**src/rtl/instruction_loader.sv**
```systemverilog
// Serial program loader: takes a LEN / big-endian word / XOR-checksum byte frame and writes
// the instruction memory, holding the CPU in reset until a frame has been loaded and verified.
module instruction_loader #(
  parameter int unsigned ADDR_BITS = 5,
  parameter int unsigned INST_BITS = 16
) (
  input  logic                 clk,
  input  logic                 reset,
  input  logic                 start,
  input  logic [7:0]           rx_data,
  input  logic                 rx_valid,
  output logic                 rx_ready,
  output logic                 wr_en,
  output logic [ADDR_BITS-1:0] wr_addr,
  output logic [INST_BITS-1:0] wr_data,
  output logic                 cpu_hold,
  output logic                 done,
  output logic                 error,
  output logic [ADDR_BITS:0]   count
);

  localparam int unsigned CntW = ADDR_BITS + 1;
  localparam int unsigned Cap  = 1 << ADDR_BITS;

  typedef enum logic [2:0] {
    StIdle, StLen, StHi, StLo, StWrite, StCsum, StDone, StErr
  } state_e;

  state_e                 state_q, state_d;
  logic [CntW-1:0]        n_q, n_d;
  logic [CntW-1:0]        count_q, count_d;
  logic [7:0]             acc_q, acc_d;
  logic [7:0]             hi_q, hi_d;
  logic [ADDR_BITS-1:0]   addr_q, addr_d;
  logic [INST_BITS-1:0]   data_q, data_d;

  logic accept;
  logic len_ok;
  logic last_word;

  assign rx_ready  = (state_q == StLen) || (state_q == StHi) ||
                     (state_q == StLo)  || (state_q == StCsum);
  assign accept    = rx_valid && rx_ready;
  assign len_ok    = (rx_data != 8'd0) && (32'(rx_data) <= Cap);
  assign last_word = (count_q + CntW'(1)) == n_q;

  assign wr_en    = (state_q == StWrite);
  assign cpu_hold = (state_q != StDone);
  assign done     = (state_q == StDone);
  assign error    = (state_q == StErr);
  assign wr_addr  = addr_q;
  assign wr_data  = data_q;
  assign count    = count_q;

  always_comb begin
    state_d = state_q;
    n_d     = n_q;
    count_d = count_q;
    acc_d   = acc_q;
    hi_d    = hi_q;
    addr_d  = addr_q;
    data_d  = data_q;
    unique case (state_q)
      StIdle, StDone, StErr: begin
        if (start) state_d = StLen;
      end
      StLen: begin
        if (accept) begin
          n_d     = CntW'(rx_data);
          count_d = '0;
          acc_d   = '0;
          state_d = len_ok ? StHi : StErr;
        end
      end
      StHi: begin
        if (accept) begin
          hi_d    = rx_data;
          acc_d   = acc_q ^ rx_data;
          state_d = StLo;
        end
      end
      StLo: begin
        if (accept) begin
          // Address/data are registered here so they hold steady after the write strobe.
          addr_d  = count_q[ADDR_BITS-1:0];
          data_d  = {hi_q, rx_data};
          acc_d   = acc_q ^ rx_data;
          state_d = StWrite;
        end
      end
      StWrite: begin
        if (count_q < n_q) count_d = count_q + CntW'(1);
        state_d = last_word ? StCsum : StHi;
      end
      StCsum: begin
        if (accept) state_d = (rx_data == acc_q) ? StDone : StErr;
      end
      default: state_d = StIdle;
    endcase
  end

  always_ff @(posedge clk or posedge reset) begin
    if (reset) begin
      state_q <= StIdle;
      n_q     <= '0;
      count_q <= '0;
      acc_q   <= '0;
      hi_q    <= '0;
      addr_q  <= '0;
      data_q  <= '0;
    end else begin
      state_q <= state_d;
      n_q     <= n_d;
      count_q <= count_d;
      acc_q   <= acc_d;
      hi_q    <= hi_d;
      addr_q  <= addr_d;
      data_q  <= data_d;
    end
  end

endmodule
```
**config.mk**
```make
export PLATFORM = sky130hd
export DESIGN_NAME = instruction_loader
export DESIGN_NICKNAME = d
export VERILOG_FILES = /design/src/rtl/instruction_loader.sv
export SDC_FILE = /design/constraint.sdc
export NUM_CORES = 1
export LEC_CHECK = 0
export BUFFER_PORTS_ARGS = -buffer_cell sky130_fd_sc_hd__buf_2
export CAP_MARGIN = 20
export CORE_MARGIN = 5
export CORE_UTILIZATION = 56
export CTS_CLUSTER_DIAMETER = 100
export DETAILED_ROUTE_END_ITERATION = 8
export GPL_TIMING_DRIVEN = 0
export PLACE_DENSITY = 0.79
export SLEW_MARGIN = 0
export SYNTH_ARGS = -nofsm -noshare
export SYNTH_HDL_FRONTEND = slang
export SYNTH_SLANG_ARGS = --single-unit
```
**constraint.sdc**
```tcl
create_clock -name clk -period 2.25 [get_ports clk]
set_clock_uncertainty 0.15 [all_clocks]
set_input_delay 0.45 -clock clk [delete_from_list [all_inputs] [get_ports clk]]
set_output_delay 0.45 -clock clk [all_outputs]
set_load 0.02 [all_outputs]
```
Word level (Yosys, flattened, before mapping)
Index checks and enable logic that the tools add are counted.
Storage, ports and cells
  logic and storage cells: 60
  flip-flop bits (word level): 52
  output and inout bits: 32
Cells by class
  add/subtract/negate cells: 1
  multiplexer cells: 15
  $lt $le $gt $ge: 2
  eq/ne operators: 17
  reduce and logical (&&, ||, !) cells: 17
  bitwise logic cells: 1
Operator list (number)
  3-bit two-way mux: 7
  3-bit case mux with 6 select lines: 1
  8-bit two-way mux: 2
  8-bit case mux with 2 select lines: 1
  3-bit equality test (second input constant): 4
  6-bit two-way mux: 2
  6-bit case mux with 2 select lines: 1
  2-bit inequality test (second input constant): 5
  8-bit equality test: 1
  8-bit by 6-bit <= comparator with 1-bit output (second input constant): 1
  8-bit nonzero test: 1
  8-bit XOR: 1
  6-bit by 1-bit adder with 6-bit output (second input constant): 1
  3-bit by 2-bit equality test with 1-bit output (second input constant): 2
  6-bit equality test: 1
  6-bit less-than comparator: 1
  2-bit AND reduction: 3
  3-bit AND reduction: 2
  5-bit AND reduction: 1
  2-bit by 1-bit inequality test with 1-bit output (second input constant): 2
  2-bit nonzero test: 2
  3-bit by 1-bit equality test with 1-bit output (second input constant): 1
  3-bit logical NOT: 1
  1-bit logical OR: 3
  5 further kinds: 6

Longest topological paths before layout
Gate-level depths: netlist of run 1.
  depth in word-level cells: 7
  gate-level depth with buffers: 7

Worst setup path after synthesis of run 1
Ideal clock, no wire load.
  path kind: in2reg
  from: in rx_data[0]
  to: reg state_q[0]
  slack: 0.197 ns
  required time: 1.973 ns
  cell stages on the path: 5
  setup time: 0.127 ns
  arrival: 1.776 ns
  path through: or4_1 nor2_1 xor2_1 o41a_1 a221o_2
Between the ends
  cells in the longest elaborated chain, start to end: 5
RTL lines
  from (decl): line 10  | input logic [7:0] rx_data,
  8-bit by 6-bit <= comparator with 1-bit output or 8-bit nonzero test (tied branches): line 44  | assign len_ok = (rx_data != 8'd0) && (32'(rx_data) <= Cap);
  1-bit logical AND: line 44
  3-bit two-way mux: line 72  | state_d = len_ok ? StHi : StErr;
  3-bit two-way mux: line 68  | if (accept) begin
  3-bit case mux with 6 select lines *: line 63  | unique case (state_q)
  to (signal assigned): line 104  | state_q <= StIdle;
  to (signal assigned): line 112  | state_q <= state_d;
  to (decl): line 29  | state_e state_q, state_d;
Every way passes the cells marked *; elsewhere a longest branch is shown, timed or not. The select of a mux whose other input is x is not followed.
A chain may end at the register's enable or synchronous reset.

Worst setup path after layout of run 1
  from: reg state_q[1]
  to: out wr_en
Between the ends
  cells in the longest elaborated chain, start to end: 1
RTL lines
  3-bit equality test: line 47  | assign wr_en = (state_q == StWrite);
  to (decl): line 13  | output logic wr_en,
No other way between the ends.

==> results of run 1 <==
## flip-flops by register name (all words and copies together), names as in the netlist
register / flops
state_q: 3
count: 6
wr_data: 16
hi_q: 8
acc_q: 8
n_q: 6
wr_addr: 5
## per-stage QoR
| step | hold slack, ns | setup TNS [ns] | instance area, sq um | setup WS, ns |
|---|---|---|---|---|
| global placement | 0.312 | -12.78 | 2870 | -0.249 |
| detailed placement | 0.263 | -0.0470 | 2890 | -0.0470 |
| finish | 0.288 | 0 | 2990 | 0.155 |
| CTS | 0.287 | 0 | 2990 | 0.0442 |
| floorplan | 0.327 | 0 | 2590 | 0.197 |
| global route | 0.294 | 0 | 2990 | 0.00291 |
## placed cells by master (no fill, tap or decap), types with 3 or more instances in the layout
cell type,synthesis,layout
a21oi_1,4,3
a22o_1,8,8
and3_1,3,3
buf_2,6,49
clkbuf_8,0,5
dfrtp_1,52,52
ha_1,7,7
inv_1,10,9
mux2_2,29,29
nand2_1,23,23
nand2b_1,16,16
nand3_1,6,6
nor2_1,7,7
nor3_1,4,4
o21ai_0,17,17
o22a_1,3,3
xnor2_1,10,10
xor2_1,4,4
## cell families after synthesis
family,after synthesis
AOI/OAI and AO/OA,44
xor gates and xnor gates,14
adders and majority gates,7
buffers and inverters,18
DFF,52
muxes,30
and+or+nand+nor,70
## path summary, 6_finish.rpt
kind                                                to  slack [ns]  depth (start not counted)
max in group asynchronous       wr_data[0]$_DFFE_PP0P_        0.98                          4
min in group asynchronous         count[0]$_DFFE_PP0P_        0.48                          3
worst max-delay path                             wr_en        0.16                          4
worst max register to register    count[1]$_DFFE_PP0P_        0.21                          6
worst min-delay path               hi_q[7]$_DFFE_PP0P_        0.29                          2
worst min register to register  wr_addr[0]$_DFFE_PP0P_        0.35                          2
## layer usage
metal	wire length (microns)	part of all wire, %	track usage (%)
met5	0	0	0
met4	177	3.2	10.5
met3	189	3.4	3.09
met2	2570	47	27.9
met1	2580	47	28.3
## what timing repair did
action,in CTS,in global routing
hold buffers,1,0
pin swaps,0,0
endpoints found under the setup margin,2,6
endpoints found under the hold margin,12,0
resized for setup,0,1
## power groups by stage
stage | Combinational (mW) | Clock (mW) | Sequential [mW]
3_5_place_dp | 1.89 | 0 | 1.64
4_1_cts | 1.89 | 0.538 | 1.62
6_report | 1.88 | 0.532 | 1.62
5_1_grt | 2.08 | 0.593 | 1.67
2_1_floorplan | 1.14 | 0 | 1.83
3_3_place_gp | 1.82 | 0 | 1.61
## final cells by class
| type | instances | area (sq um) | area share [%] |
|---|---|---|---|
| clock inverters | 2 | 16.3 | 0.544 |
| inverters | 10 | 37.5 | 1.25 |
| repair buffers | 45 | 245 | 8.20 |
| well taps | 52 | 65.1 | 2.17 |
| flip-flops and latches | 52 | 1300 | 43.5 |
| plain buffers | 7 | 33.8 | 1.13 |
| clock buffers | 6 | 72.6 | 2.43 |
| multi-input cells | 165 | 1220 | 40.8 |
==> impl_metrics.csv, run 1 <==
group,metric,value,unit
status,status,"complete, no violations",
logic_synthesis,async_reset_ff_share,100,%
cts,clock-sinks,52,
hold_path,hold_path.class,"primary input to register",
hold_path,hp-start,"rx_data[7]",
final_layout,nFillCells,354,
cts,htreeDepth,2,
critical_path,worstPathArrival,1.49,ns
global_routing,grt_max_degree,41,
placement,gp_congestion,0.824,
cts,cts_tree,"yes",
critical_path,slowest_delay,0.43,ns
logic_synthesis,ys_seq_area_share,50.2,%
routing,ant_nets,0,
cts,post_cts_buffers,0,
critical_path,crit_required,1.65,ns
cts,cts.clk_slew.worst_paths,0.10,ns
logic_synthesis,synth-xor-area-share,4.73,%
power,total_power,4.03,mW
placement,place_inst,331,
logic_synthesis,synth_top_area_cell,"dfrtp_1",
routing,drcViolationCount,0,
sta,hold_viol,0,
die,io_pins,44,
global_routing,grt.total_usage,19.5,%
placement,post-dp-hpwl,3990,microns
final_layout,fin_util,67.8,%
sta,slew_headroom,54.5,%
logic_synthesis,muxShareOfSynthArea,13.0,%
critical_path,reg2reg_from,"count[1]$_DFFE_PP0P_",
logic_synthesis,synth-edff-count,0,
die,start_util,58.7,%
final_layout,diodes,0,
logic_synthesis,ys_top_cells_by_count,"dfrtp_1 (52), mux2_2 (29), nand2_1 (23)",
logic_synthesis,ys_dominant_reg_cell,"dfrtp_1",
power,power.density,1350,mW/mm^2
placement,numPortBuffers,43,
sta,tightest_slew,0.679,ns
power,leakage,1.43,nW
global_routing,gr-total-overflow,0,
routing,wl_per_cell,16.3,microns
flow_run,max-cap-violations,0,
critical_path,path_delay_family,"buffers and inverters",
sta,post-route-period-util,93.1,%
sta,timing.fmax,477,MHz
logic_synthesis,synth_area,0.00259,sq mm
routing,first_pass_iters,4,
routing,vias_per_cell,5.73,
logic_synthesis,synthAdderAreaFrac,3.38,%
routing,routed_wl,5520,microns
logic_synthesis,synth.area.top_cells,"dfrtp_1 (50%), mux2_2 (13%), nand2b_1 (3.9%), ha_1 (3.4%), xnor2_1 (3.4%)",
logic_synthesis,yosys_warnings,0,
logic_synthesis,ys_ff_latch,52,
critical_path,start_kind,"register",
final_layout,drive_above_1_share,32.1,%
final_layout,fin_nets,305,
die,fp.dieH,78.0,microns
logic_synthesis,syn_inst,235,
logic_synthesis,syn_nets,254,
die,die_x,78.0,microns
logic_synthesis,synth_top_family_by_area,"simple AND/OR/NAND/NOR gates",
critical_path,crit_start,"state_q[1]$_DFFE_PP0P_",
routing,drt-initial-drc-count,109,
cts,numCtsBuffers,5,
logic_synthesis,yosysMostFrequentCell,"dfrtp_1",
logic_synthesis,synthSimpleGateAreaFrac,14.1,%
sta,rsz0062_at_grt,"false",
logic_synthesis,yosysTopAreaCellShare,50.2,%
critical_path,crit_path_end_kind,"primary output",
sta,period_needed,2.09,ns
critical_path,worstSetupPathType,"register to primary output",
cts,root_buffer,"clkbuf_8",
die,core-area,0.00441,sq mm
critical_path,worstPathCellList,"nor2_1 -> nand2_1 -> inv_1 -> buf_2",
critical_path,cp_slowest_cell,"dfrtp_1",
power,sw_frac_of_total,40.3,%
logic_synthesis,synth_compound_area_share,11.7,%
global_routing,grt_pass1_wl,9520,microns
cts,clockBufferDepth,2,
power,ir_drop,0.000756,V
sta,setup_viol,0,
critical_path,critPathMaxFanout,7,
sta,slew_violations,0,
die,num_rows,24,
power,pwr-share-comb,46.6,%
power,p_int,2.41,mW
routing,vias,1941,
die,die_area,0.00609,sq mm
power,seqPwrFrac,40.2,%
cts,insertion_delay,0.31,ns
power,netSwitchingPower,1.62,mW
critical_path,crit_buf_inv,2,
final_layout,syn2layout_area_growth,15.4,%
logic_synthesis,yosysUniqueCellTypes,39,
logic_synthesis,postSynthAreaPerCell,11.0,sq um
global_routing,grt_pass1_vias,1919,
power,power_frac_clock,13.2,%
global_routing,grt_antenna_before_repair,0,
final_layout,stdcell_count,339,
Note: power is estimated with default switching activity, not from simulation.
==> run 2: changes to the inputs <==
--- a/config.mk
+++ b/config.mk
@@ -7,6 +7,7 @@
 export LEC_CHECK = 0
 export BUFFER_PORTS_ARGS = -buffer_cell sky130_fd_sc_hd__buf_2
 export CAP_MARGIN = 20
+export CORE_ASPECT_RATIO = 2
 export CORE_MARGIN = 5
 export CORE_UTILIZATION = 56
 export CTS_CLUSTER_DIAMETER = 100
==> constraint.sdc (replaced) <==
create_clock -name clk -period 2.35 [get_ports clk]
set_clock_uncertainty 0.15 [all_clocks]
set_input_delay 0.47 -clock clk [delete_from_list [all_inputs] [get_ports clk]]
set_output_delay 0.47 -clock clk [all_outputs]
set_load 0.02 [all_outputs]
==> run 2 against run 1 <==
  * Flip-flop and latch count stayed put
  * Utilization is 2.0 points lower
  * Final cell count is 0.88% higher
  * Design area is 0.13% higher
  * First-iteration DRC count is 67% lower
  * Non-clock buffer count stayed put
==> impl_metrics.csv, run 2 (synthesis results as in run 1) <==
group,metric,value,unit
placement,post-dp-hpwl,4380,microns
routing,drcViolationCount,0,
critical_path,worstSetupPathType,"register to primary output",
power,ir_drop,0.000767,V
final_layout,stdcell_count,342,
sta,tightest_slew,0.710,ns
die,die_x,58.1,microns
power,power.density,1290,mW/mm^2
die,start_util,56.9,%
cts,clock-sinks,52,
placement,gp_congestion,0.828,
critical_path,crit_path_end_kind,"primary output",
sta,slew_violations,0,
power,seqPwrFrac,40.3,%
sta,slew_headroom,52.4,%
placement,place_inst,334,
sta,rsz0062_at_grt,"false",
final_layout,syn2layout_area_growth,15.5,%
sta,post-route-period-util,90.7,%
final_layout,drive_above_1_share,32.1,%
final_layout,fin_nets,305,
critical_path,crit_required,1.73,ns
global_routing,grt_pass1_vias,2058,
final_layout,largest_reg_flops,16,
placement,pre_cts_slack,0.00163,ns
cts,htreeDepth,2,
die,num_rows,35,
sta,whs,0.310,ns
die,io_pins,44,
final_layout,diodes,0,
critical_path,path_delay_family,"buffers and inverters",
die,die_area,0.00617,sq mm
final_layout,mostFrequentLayoutCell,"dfrtp_1",
cts,root_buffer,"clkbuf_8",
final_layout,finalInstanceArea,0.00300,sq mm
final_layout,fin_util,65.8,%
sta,hold_viol,0,
cts,clockBufferDepth,2,
routing,drt-initial-drc-count,36,
power,netSwitchingPower,1.56,mW
sta,period_needed,2.13,ns
power,sw_frac_of_total,40.3,%
power,leakage,1.43,nW
critical_path,start_kind,"register",
power,p_int,2.31,mW
critical_path,slowest_delay,0.42,ns
die,core-area,0.00455,sq mm
cts,insertion_delay,0.31,ns
sta,timing.fmax,469,MHz
cts,numCtsBuffers,5,
power,pwr-share-comb,46.6,%
critical_path,cp_slowest_cell,"dfrtp_1",
cts,post_cts_buffers,0,
placement,placed_area,0.00290,sq mm
status,status,"complete, no violations",
routing,routed_wl,5660,microns
final_layout,final_cell_mix,"dfrtp_1 (52), buf_2 (49), mux2_2 (29)",
die,fp.dieH,106,microns
sta,setup_viol,0,
placement,numPortBuffers,43,
global_routing,grt.total_usage,20.1,%
global_routing,grt_pass1_wl,9540,microns
flow_run,max-cap-violations,0,
sta,worst_slack,0.218,ns
critical_path,crit_buf_inv,2,
power,total_power,3.86,mW
global_routing,grt_antenna_before_repair,0,
critical_path,worstPathCellList,"nor2_1 -> nand2_1 -> inv_1 -> buf_2",
power,power_frac_clock,13.1,%
routing,first_pass_iters,4,
sta,tns,0,ns
cts,cts.clk_slew.worst_paths,0.10,ns
cts,cts_tree,"yes",
hold_path,hold_path.class,"primary input to register",
critical_path,worstPathArrival,1.51,ns
routing,ant_nets,0,
critical_path,critPathMaxFanout,7,
global_routing,gr-total-overflow,0,
global_routing,grt_max_degree,40,
routing,wl_per_cell,16.6,microns
routing,vias,1976,
routing,vias_per_cell,5.78,
run 2: cell counts in the layout (fill, tap and decap cells not counted):
No cell type changed its count.
run 2: tightest hold or removal path: cells and delay by family:
family | cells | cell delay, ns
and+or+nand+nor | 1 | 0.06
buffers and inverters | 1 | 0.14
AOI/OAI and AO/OA | 1 | 0.06
run 2: worst paths after layout:
check,from,slack (ns),cells after the start,to
setup / recovery,state_q[1]$_DFFE_PP0P_,0.22,4,wr_en
hold / removal,rx_data[4],0.31,3,n_q[4]$_DFFE_PP0P_
setup reg to reg,state_q[2]$_DFFE_PP0P_,0.34,4,hi_q[6]$_DFFE_PP0P_
hold reg to reg,wr_addr[0]$_DFFE_PP0P_,0.33,2,wr_addr[0]$_DFFE_PP0P_
max in group asynchronous,reset,1.01,4,hi_q[6]$_DFFE_PP0P_
min in group asynchronous,reset,0.52,3,wr_addr[1]$_DFFE_PP0P_
run 2: timing repair:
item                                   CTS  global route
hold buffers                             1             0
setup endpoints to repair                1             1
endpoints found under the hold margin   13             0
pin swaps                                0             0
gates resized for setup                  0             1
run 2: cell type report:
cell class | count | area [sq um]
Clock buffer | 6 | 72.6
Inverter | 10 | 37.5
Timing Repair Buffer | 45 | 245
Multi-Input combinational cell | 165 | 1220
Buffer | 7 | 33.8
Clock inverter | 2 | 16.3
Sequential cell | 52 | 1300
Tap cell | 55 | 68.8
Fill cell | 419 | 1560
run 2: power by group through the flow:
stage          clock (mW)  combinational [mW]  sequential (mW)
6_report            0.506                1.80             1.55
5_1_grt             0.562                1.97             1.61
4_1_cts             0.525                1.82             1.56
3_5_place_dp            0                1.82             1.57
3_3_place_gp            0                1.75             1.55
2_1_floorplan           0                1.09             1.75
run 2: routing by layer:
metal / global-route usage, % / routed length [microns]
met4: 10.4 / 209
met2: 37.9 / 3290
met5: 0 / 0
met1: 20.2 / 2020
met3: 3.04 / 146
==> run 3: changes to the inputs <==
--- a/config.mk
+++ b/config.mk
@@ -9,11 +9,12 @@
 export CAP_MARGIN = 20
 export CORE_ASPECT_RATIO = 2
 export CORE_MARGIN = 5
-export CORE_UTILIZATION = 56
+export CORE_UTILIZATION = 35
 export CTS_CLUSTER_DIAMETER = 100
 export DETAILED_ROUTE_END_ITERATION = 8
 export GPL_TIMING_DRIVEN = 0
-export PLACE_DENSITY = 0.79
+export PLACE_DENSITY = 0.53
+export SKIP_CTS_REPAIR_TIMING = 1
 export SLEW_MARGIN = 0
 export SYNTH_ARGS = -nofsm -noshare
 export SYNTH_HDL_FRONTEND = slang
==> run 3 against run 2 <==
  * Wire length increased by 7.1%
  * Final cell count up 11%
  * Total power grew 4.4%
  * Register-to-register slack lost 0.04 ns
  * Global-route usage decreased by 6.1 points
  * Count of clock-buffer cells in the layout stayed put
  * Clock power increased by 37%
  * Sequential power barely moved
  * Highest routed layer unchanged
==> impl_metrics.csv, run 3 (synthesis results as in run 1) <==
group,metric,value,unit
status,status,"complete, no violations",
power,total_power,4.03,mW
flow_run,max-cap-violations,0,
critical_path,crit_path_end_kind,"primary output",
routing,drt-initial-drc-count,56,
sta,worst_slack,0.240,ns
hold_path,hold_path.class,"register to register",
sta,post-route-period-util,89.8,%
sta,setup_viol,0,
global_routing,gr-total-overflow,0,
global_routing,grt.total_usage,14.1,%
cts,root_buffer,"clkbuf_16",
routing,drcViolationCount,0,
final_layout,mostFrequentLayoutCell,"dfrtp_1",
cts,clock-sinks,52,
final_layout,nFillCells,754,
critical_path,slowest_delay,0.38,ns
die,fp.dieH,132,microns
critical_path,reg2reg_from,"state_q[2]$_DFFE_PP0P_",
critical_path,cp_common_cell,"buf_2",
placement,pre_cts_slack,-0.0155,ns
cts,insertion_delay,0.29,ns
routing,vias_per_cell,5.18,
global_routing,grt_antenna_before_repair,0,
critical_path,crit_start,"state_q[2]$_DFFE_PP0P_",
power,ir_drop,0.000538,V
routing,first_pass_iters,4,
sta,period_needed,2.11,ns
sta,rsz0062_at_grt,"false",
cts,htreeDepth,2,
routing,vias,1957,
cts,clockBufferDepth,2,
power,leakage,1.45,nW
final_layout,final_cell_mix,"dfrtp_1 (52), buf_2 (49), mux2_2 (29)",
final_layout,fin_util,42.5,%
final_layout,fin_nets,305,
cts,cts_tree,"yes",
placement,post-dp-hpwl,4630,microns
critical_path,start_kind,"register",
cts,cts.clk_slew.worst_paths,0.06,ns
die,io_pins,44,
global_routing,grt_pass1_wl,10300,microns
die,core-area,0.00727,sq mm
final_layout,syn2layout_area_growth,19.1,%
die,die_area,0.00933,sq mm
sta,timing.fmax,474,MHz
placement,numPortBuffers,43,
power,power.density,1310,mW/mm^2
critical_path,crit_required,1.73,ns
final_layout,diodes,0,
hold_path,hp-start,"wr_addr[0]$_DFFE_PP0P_",
critical_path,worstSetupPathType,"register to primary output",
routing,routed_wl,6070,microns
critical_path,worstPathArrival,1.49,ns
sta,tightest_slew,0.755,ns
die,start_util,35.7,%
die,num_rows,44,
cts,numCtsBuffers,5,
critical_path,critPathMaxFanout,10,
sta,hold_viol,0,
sta,slew_violations,0,
routing,ant_nets,0,
final_layout,drive_above_1_share,31.8,%
routing,wl_per_cell,16.0,microns
sta,whs,0.329,ns
sta,tns,0,ns
final_layout,multi_input_comb_area,0.00122,sq mm
final_layout,largest_reg_flops,16,
sta,slew_headroom,49.4,%
global_routing,grt_pass1_vias,2114,
global_routing,grt_max_degree,41,
final_layout,seq_area,0.00130,sq mm
die,die_x,70.9,microns
critical_path,worstPathCellList,"buf_2 -> nand2_1 -> inv_1 -> buf_2",
placement,gp_congestion,0.775,
critical_path,cp_slowest_cell,"dfrtp_1",
-- run 3: cell types whose count changed in the layout (fill, tap and decap cells not counted), sizes merged --
cell      change
clkinvlp      -1
-- run 3: area by class of cell --
| type | instances | area share, % |
|---|---|---|
| clock inverters | 1 | 0.162 |
| flip-flops and latches | 52 | 42.2 |
| plain buffers | 7 | 1.09 |
| well taps | 92 | 3.73 |
| inverters | 10 | 1.22 |
| clock buffers | 6 | 4.18 |
| repair buffers | 45 | 7.94 |
| multi-input cells | 165 | 39.5 |
-- run 3: critical path: cells and delay by family, from the launching register on --
| family | cells | cell delay [ns] |
|---|---|---|
| buffers and inverters | 3 | 0.69 |
| flip-flops | 1 | 0.38 |
| AND/OR/NAND/NOR | 1 | 0.12 |
-- run 3: path summary, 6_finish.rpt --
path | end | cells past startpoint | slack, ns
worst max-delay path | wr_en | 4 | 0.24
worst min-delay path | wr_addr[0]$_DFFE_PP0P_ | 2 | 0.33
worst max register to register | hi_q[2]$_DFFE_PP0P_ | 4 | 0.30
worst min register to register | wr_addr[0]$_DFFE_PP0P_ | 2 | 0.33
max in group asynchronous | wr_addr[2]$_DFFE_PP0P_ | 4 | 1.00
min in group asynchronous | wr_addr[1]$_DFFE_PP0P_ | 3 | 0.53
-- run 3: power by group --
part           total [mW]  switching, mW  internal [mW]
Clock               0.695          0.307          0.388
Sequential           1.55          0.256           1.29
Combinational        1.79          0.986          0.801
-- run 3: per-stage QoR --
stage | cells | cell area [sq um]
6_report | 378 | 3090
5_1_grt | 378 | 3090
4_1_cts | 378 | 3080
3_5_place_dp | 371 | 2940
3_3_place_gp | 370 | 2920
2_1_floorplan | 235 | 2590
-- run 3: layer usage --
layer  vias up  part of all wire, %  global-route usage [%]
met1       986                   36                    14.1
met2        35                   58                    26.9
met3        10                  2.6                    2.37
met4         0                  2.7                    6.59
li1        926                    -                       -
met5         -                    0                       0
